File: src/rtl/bcd_counter_n.sv
// bcd_counter_n: parametrised N-digit packed-BCD up/down counter with
// parallel load (clamped per digit), wrap or saturate at the range limits,
// a combinational terminal-count strobe and a sticky overflow flag.
module bcd_counter_n #(
    parameter int unsigned DIGITS = 2,
    parameter bit          WRAP   = 1'b1
) (
    input  logic                  clk,
    input  logic                  rst,
    input  logic                  en,
    input  logic                  up,
    input  logic                  load,
    input  logic [4*DIGITS-1:0]   load_val,
    output logic [4*DIGITS-1:0]   q,
    output logic                  tc,
    output logic                  ovf
);

    localparam int unsigned W = 4 * DIGITS;

    logic [W-1:0] cnt_q, cnt_d;
    logic [W-1:0] step_val;
    logic [W-1:0] clamp_val;
    logic         ovf_q, ovf_d;
    logic         all9, all0;
    logic         carry;
    logic [3:0]   dig;
    logic [3:0]   ld_dig;

    // Ripple a one-digit step through the count and clamp the load value per digit
    always_comb begin
        step_val  = cnt_q;
        clamp_val = '0;
        all9      = 1'b1;
        all0      = 1'b1;
        carry     = 1'b1;
        dig       = '0;
        ld_dig    = '0;
        for (int unsigned k = 0; k < DIGITS; k++) begin
            dig = cnt_q[4*k +: 4];
            if (dig != 4'd9) all9 = 1'b0;
            if (dig != 4'd0) all0 = 1'b0;
            // carry stays set only while every lower digit sat at its limit
            if (carry) begin
                if (up) begin
                    step_val[4*k +: 4] = (dig == 4'd9) ? 4'd0 : dig + 4'd1;
                    carry              = (dig == 4'd9);
                end else begin
                    step_val[4*k +: 4] = (dig == 4'd0) ? 4'd9 : dig - 4'd1;
                    carry              = (dig == 4'd0);
                end
            end
            ld_dig             = load_val[4*k +: 4];
            clamp_val[4*k +: 4] = (ld_dig > 4'd9) ? 4'd9 : ld_dig;
        end
    end

    // Terminal count: an enabled step that is about to cross a range limit
    assign tc = en && !load && !rst && (up ? all9 : all0);

    // Next count and overflow: load beats count; at a limit wrap or hold
    always_comb begin
        cnt_d = cnt_q;
        ovf_d = ovf_q;
        if (load) begin
            cnt_d = clamp_val;
            ovf_d = 1'b0;
        end else if (en) begin
            if (tc) begin
                ovf_d = 1'b1;
                if (WRAP) cnt_d = step_val;
            end else begin
                cnt_d = step_val;
            end
        end
    end

    // State register with synchronous reset
    always_ff @(posedge clk) begin
        if (rst) begin
            cnt_q <= '0;
            ovf_q <= 1'b0;
        end else begin
            cnt_q <= cnt_d;
            ovf_q <= ovf_d;
        end
    end

    assign q   = cnt_q;
    assign ovf = ovf_q;

endmodule

File: config.mk
export PLATFORM = sky130hd
export DESIGN_NAME = bcd_counter_n
export DESIGN_NICKNAME = d
export VERILOG_FILES = /design/src/rtl/bcd_counter_n.sv
export SDC_FILE = /design/constraint.sdc
export NUM_CORES = 1
export LEC_CHECK = 0
export BUFFER_PORTS_ARGS = -buffer_cell sky130_fd_sc_hd__buf_2
export CORE_MARGIN = 5
export CORE_UTILIZATION = 45
export CTS_CLUSTER_SIZE = 28
export DETAILED_ROUTE_END_ITERATION = 16
export PLACE_DENSITY_LB_ADDON = 0.15
export SLEW_MARGIN = 15
export SYNTH_ARGS = -nofsm -noshare
export SYNTH_HDL_FRONTEND = slang
export SYNTH_SLANG_ARGS = --single-unit
File: constraint.sdc
create_clock -name clk -period 3.5 [get_ports clk]
set_input_delay 0 -clock clk [delete_from_list [all_inputs] [get_ports clk]]
set_output_delay 0 -clock clk [all_outputs]
set_load 0.01 [all_outputs]
* After elaboration in Yosys (flattened, before gate mapping)
Cells that the tools add are included.
** Word-level totals
- Register bits after elaboration :: 9
- Bits of input ports :: 13
- Output and inout bits :: 10
- Logic and storage cells :: 44
** Cells by class
- Add/sub/neg operators :: 4
- $lt $le $gt $ge :: 2
- Eq/ne operators :: 4
- Multiplexer cells :: 17
- Reduce and logical (&&, ||, !) cells :: 14
** Operators by type and width (count)
- 2-to-1 mux 4 bit :: 9
- 2-to-1 mux 8 bit :: 2
- adder 4 x 1 -> 4 bit (second input constant) :: 2
- equality test 4 bit (second input constant) :: 2
- greater-than comparator 4 bit (second input constant) :: 2
- logical NOT 4 bit :: 2
- != test 4 bit (second input constant) :: 2
- nonzero test 4 bit :: 2
- subtractor 4 x 1 -> 4 bit (second input constant) :: 2
- 2-to-1 mux 1 bit :: 6
- AND reduction 2 bit :: 2
- nonzero test 2 bit :: 2
- logical AND 1 bit :: 3
- logical NOT 1 bit :: 2
- OR reduction 2 bit :: 1

* Logic depth before layout (Yosys ltp)
- Depth in word-level cells :: 6
- Depth in mapped cells :: 6

* Least setup slack after synthesis
Ideal clock, no wire load.
- Kind :: register -> register
- Start :: reg cnt_q[1], in the netlist q[1]
- End :: reg cnt_q[5], in the netlist q[5]
- Data arrival time :: 1561 ps
- Slack :: 1822 ps
- Cell stages (with the launch flop) :: 6
- Path buffers :: 1
- Period minus slack after synthesis :: 1678 ps
- Cells stage by stage :: dfxtp_1 > buf_4 > or3b_4 > o21bai_1 > mux2_1 > a22o_1
** Between the ends
- Longest elaborated chain between the ends :: 4
- Elaborated cells between the ends (all ways) :: 5
- Those cells by class :: eq/ne (1); mux (1); reduce/logical (3)
** Ends and longest elaborated chain
- from (decl) :: RTL line 21 : logic [W-1:0] cnt_q, cnt_d;
- from (signal assigned) :: RTL line 84 : cnt_q <= cnt_d;
- equality test 4 bit / logical NOT 4 bit (equally long branches) :: RTL line 47, 50
- 2-to-1 mux 1 bit (*) :: RTL line 45 : if (up) begin
- nonzero test 2 bit (no line) (*)
- AND reduction 2 bit (no line) (*)
Mark *: on every way between the ends. The rest lies on a longest branch, timed or not.
A chain may end at the register's enable or synchronous reset.

* Worst setup path in the final report
- Start :: reg cnt_q[0], in the netlist q[0]
- End :: out tc
** Between the ends
- Longest elaborated chain between the ends :: 5
- Elaborated cells between the ends (all ways) :: 8
- Those cells by class :: eq/ne (1); mux (5); reduce/logical (2)
** Ends and longest elaborated chain
- != test 4 bit / nonzero test 4 bit (equally long branches) :: RTL line 41, 42
- 2-to-1 mux 1 bit (on tied branches) (2 in a row) :: RTL line 41, 42
- 2-to-1 mux 1 bit (*) :: RTL line 59 : assign tc = en && !load && !rst && (up ? all9 : all0);
- logical AND 1 bit (*) :: RTL line 59
- to (decl) :: RTL line 15 : output logic tc,
Marks and branches as above.

==> out/qor.csv <==
stage,metric,value,unit
route,Pre-antenna DRT Iters,4,
power,maximum VDD drop,0.137,mV
yosys,Synth area leaders,"dfxtp_1, nor3_1, o21ai_0, xnor2_1, clkbuf_1",
global_routing,pin count of the biggest net entering global routing,21,
critical_path,crit path launch,q[0],
run_status,status,"complete, no violations",
clock_network,CTS resizes,0,
critical_path,most frequent CP cell,nor3_1,
floorplan,# IOs,23,
critical_path,R2R Path End,q[6],
timing,fin crit share,50.7,%
global_routing,vias in the first global route,713,
final_layout,design area,883,um^2
placed_design,placed inst area,837,um^2
critical_path,Crit path max-delay family,simple AND/OR/NAND/NOR gates,
critical_path,Critical Path End Type,output pin,
yosys,#FFs+latches synth,9,
critical_path,crit path to,tc,
power,power share of the clock group,29.1,%
global_routing,global-route wire length before repair,3240,um
clock_network,Sink Count,9,
floorplan,Die Height,50.8,um
route,post-DR vias/cell,5.96,
final_layout,Filler Cells Inserted,155,
final_layout,nets@finish,134,
run,max cap viols,0,
critical_path,Reg2Reg Depth,4,
final_layout,multi-input logic area,504,um^2
timing,worst slew pin tran,0.515,ns
final_layout,Final Util,57.3,%
route,WL final,2000,um
final_layout,diode count,0,
yosys,Cells after Synth,102,
floorplan,die area,2580,um^2
placed_design,Port Buffer Count,22,
power,P_leak,0.366,nW
clock_network,Clock transition at path regs,0.07,ns
critical_path,Startpoint Class,flip-flop,
min_path,Hold WC Path Type,in2reg,
timing,Max Fclk,563,MHz
timing,Final Slew Violations,0,
clock_network,TritonCTS Buffers,3,
timing,count of final setup violators,0,
critical_path,crit path max fanout,16,
power,internal power,0.193,mW
route,metal3 WL,66,um
floorplan,row cnt,14,
global_routing,GRT Residual Overflow,0,
yosys,Synth top area share,24.0,%
yosys,Post-synth EDFFs,0,
critical_path,"setup slack, reg-to-reg",1.74,ns
critical_path,CP Class,reg2out,
timing,Worst slew margin,65.6,%
power,switch share,34.0,%
timing,Setup Skew,0.000365,ns
final_layout,layout cells sized above 1,23.3,%
critical_path,CP required,3.50,ns
route,Initial DRC Count,21,
placed_design,GP Congestion,0.730,
yosys,syn avg cell area,7.35,um^2
route,top routing layer used,met4,
yosys,"top cells by count, synth","dfxtp_1, nor3_1, o21ai_0",
critical_path,Levels on crit path,5,
critical_path,CP Cell Sequence,or3_1 -> nor3_1 -> o21ai_1 -> nor3_1 -> buf_2,
critical_path,Worst Path Arrival,1.78,ns
yosys,syn nets,115,
critical_path,worst r2r src,q[0],
timing,count of final hold-check violations,0,
clock_network,Bufs on Longest Clock Path,2,
route,Post-DRT Antenna Nets,0,
power,Psw,0.0995,mW
floorplan,die width,50.8,um
timing,RSZ-0062 raised after global routing,no,
power,Cell Pwr Density,331,nW/um^2
timing,setup TNS,0,ns
route,DR WL/cell,14.7,um
global_routing,initial antenna violation count,0,
final_layout,Reg area,180,um^2
clock_network,root buf cell,clkbuf_4,
global_routing,GRT Total Usage,15.8,%
route,met2 wire length,906,um
floorplan,core area,1540,um^2
route,M1 WL,1010,um
critical_path,CP bufs+invs,1,
critical_path,critical path's slowest cell,or3_1,
power,register share of total power,44.7,%
clock_network,CTS tree,built,
yosys,synthesized cell area,749,um^2
critical_path,CP max stage delay,0.49,ns
yosys,asr flop ratio synth,0,%
route,DRC viols,0,
yosys,top cell type by total area after synthesis,dfxtp_1,
clock_network,CTS H-tree depth,1,
floorplan,Initial Utilization,48.6,%
yosys,"Seq/Total Area, Yosys",24.0,%
placed_design,Final HPWL DP,1360,um
route,via count,811,
yosys,Synth Flop Type,dfxtp_1,
final_layout,synth-to-layout area growth,17.9,%
clock_network,"Clk Latency, worst-skew pair",0.26,ns
power,combinational power share,26.1,%
yosys,Syn. warnings,0,
yosys,Unique masters post-synth,41,
timing,min Tclk post-route,1.78,ns
==> worst register-to-register path, cell delays in order, from the launching register on <==
cell and delay, ns:
dfxtp_1 0.47, or3_1 0.49, a21oi_2 0.28, o311ai_1 0.15
a32o_1 0.26
==> cell families after synthesis <==
logic type      after synthesis  synth area share, %
simple gates                 37                 29.7
compound gates               34                 30.2
buf+inv                      16                 8.68
xor+xnor                      5                 5.84
flops                         9                 24.0
mux                           1                 1.50
==> cell type report <==
cell class | instances | area share [%]
Inverter | 6 | 2.55
Multi-Input combinational cell | 77 | 57.1
Sequential cell | 9 | 20.4
Timing Repair Buffer | 24 | 14.7
Tap cell | 16 | 2.27
Clock buffer | 4 | 2.97
==> power by group through the flow <==
stage	combinational [mW]	sequential, mW	clock, mW
4_1_cts	0.0761	0.130	0.0850
3_3_place_gp	0.0736	0.132	0
6_report	0.0764	0.131	0.0852
5_1_grt	0.0847	0.133	0.0911
2_1_floorplan	0.0615	0.122	0
3_5_place_dp	0.0737	0.132	0
==> per-stage QoR <==
| step | cells | hold WS (ns) | setup WS [ns] | total power [mW] |
|---|---|---|---|---|
| final | 136 | 0.00924 | 1.72 | 0.292 |
| after floorplan | 102 | 0.125 | 1.82 | 0.183 |
| after detailed placement | 130 | 0.230 | 1.79 | 0.206 |
| after global routing | 136 | 0.0257 | 1.57 | 0.309 |
| after CTS | 136 | 0.00770 | 1.73 | 0.291 |
| after global placement | 130 | 0.227 | 1.84 | 0.205 |
==> cells in the final DEF, fill, tap and decap left out, types with 2 or more instances in the layout <==
cell            n
a2111oi_0       2
a21boi_0        2
a21oi_1         4
a221oi_1        3
and2_1          2
and4_1          2
buf_2          22
clkbuf_4        3
dfxtp_1         9
dlygate4sd3_1   2
inv_1           6
nand2_1         3
nand3_1         2
nor2_1          3
nor2b_1         4
nor3_1          9
nor4_1          3
o21ai_0         9
o21ai_1         2
o21bai_1        2
o22ai_1         2
xnor2_1         5
==> flip-flops by register name, summed over array words and instances (netlist names) <==
register,count
ovf,1
q,8
==> repair_timing <==
| action | 4_1_cts | 5_1_grt |
|---|---|---|
| hold endpoints to repair | 2 | 0 |
| setup buffers | 0 | 0 |
| hold buffers | 2 | 0 |
==> routing by layer <==
metal,vias to the layer above,global-route usage (%)
met5,-,0
met4,0,7.66
met3,2,1.45
met2,13,23.3
met1,378,22.8
li1,418,-
==> worst min path at each step <==
stage | from | end | slack, ns | cells after the start
after floorplan | load_val[5] | q[5] | 0.13 | 1
after global placement | load_val[5] | q[5] | 0.23 | 2
after detailed placement | load_val[5] | q[5] | 0.23 | 2
after CTS | load_val[7] | q[7] | 0.008 | 3
after global routing | load_val[7] | q[7] | 0.03 | 3
final | load_val[7] | q[7] | 0.009 | 3
(Power assumes the default switching activity.)
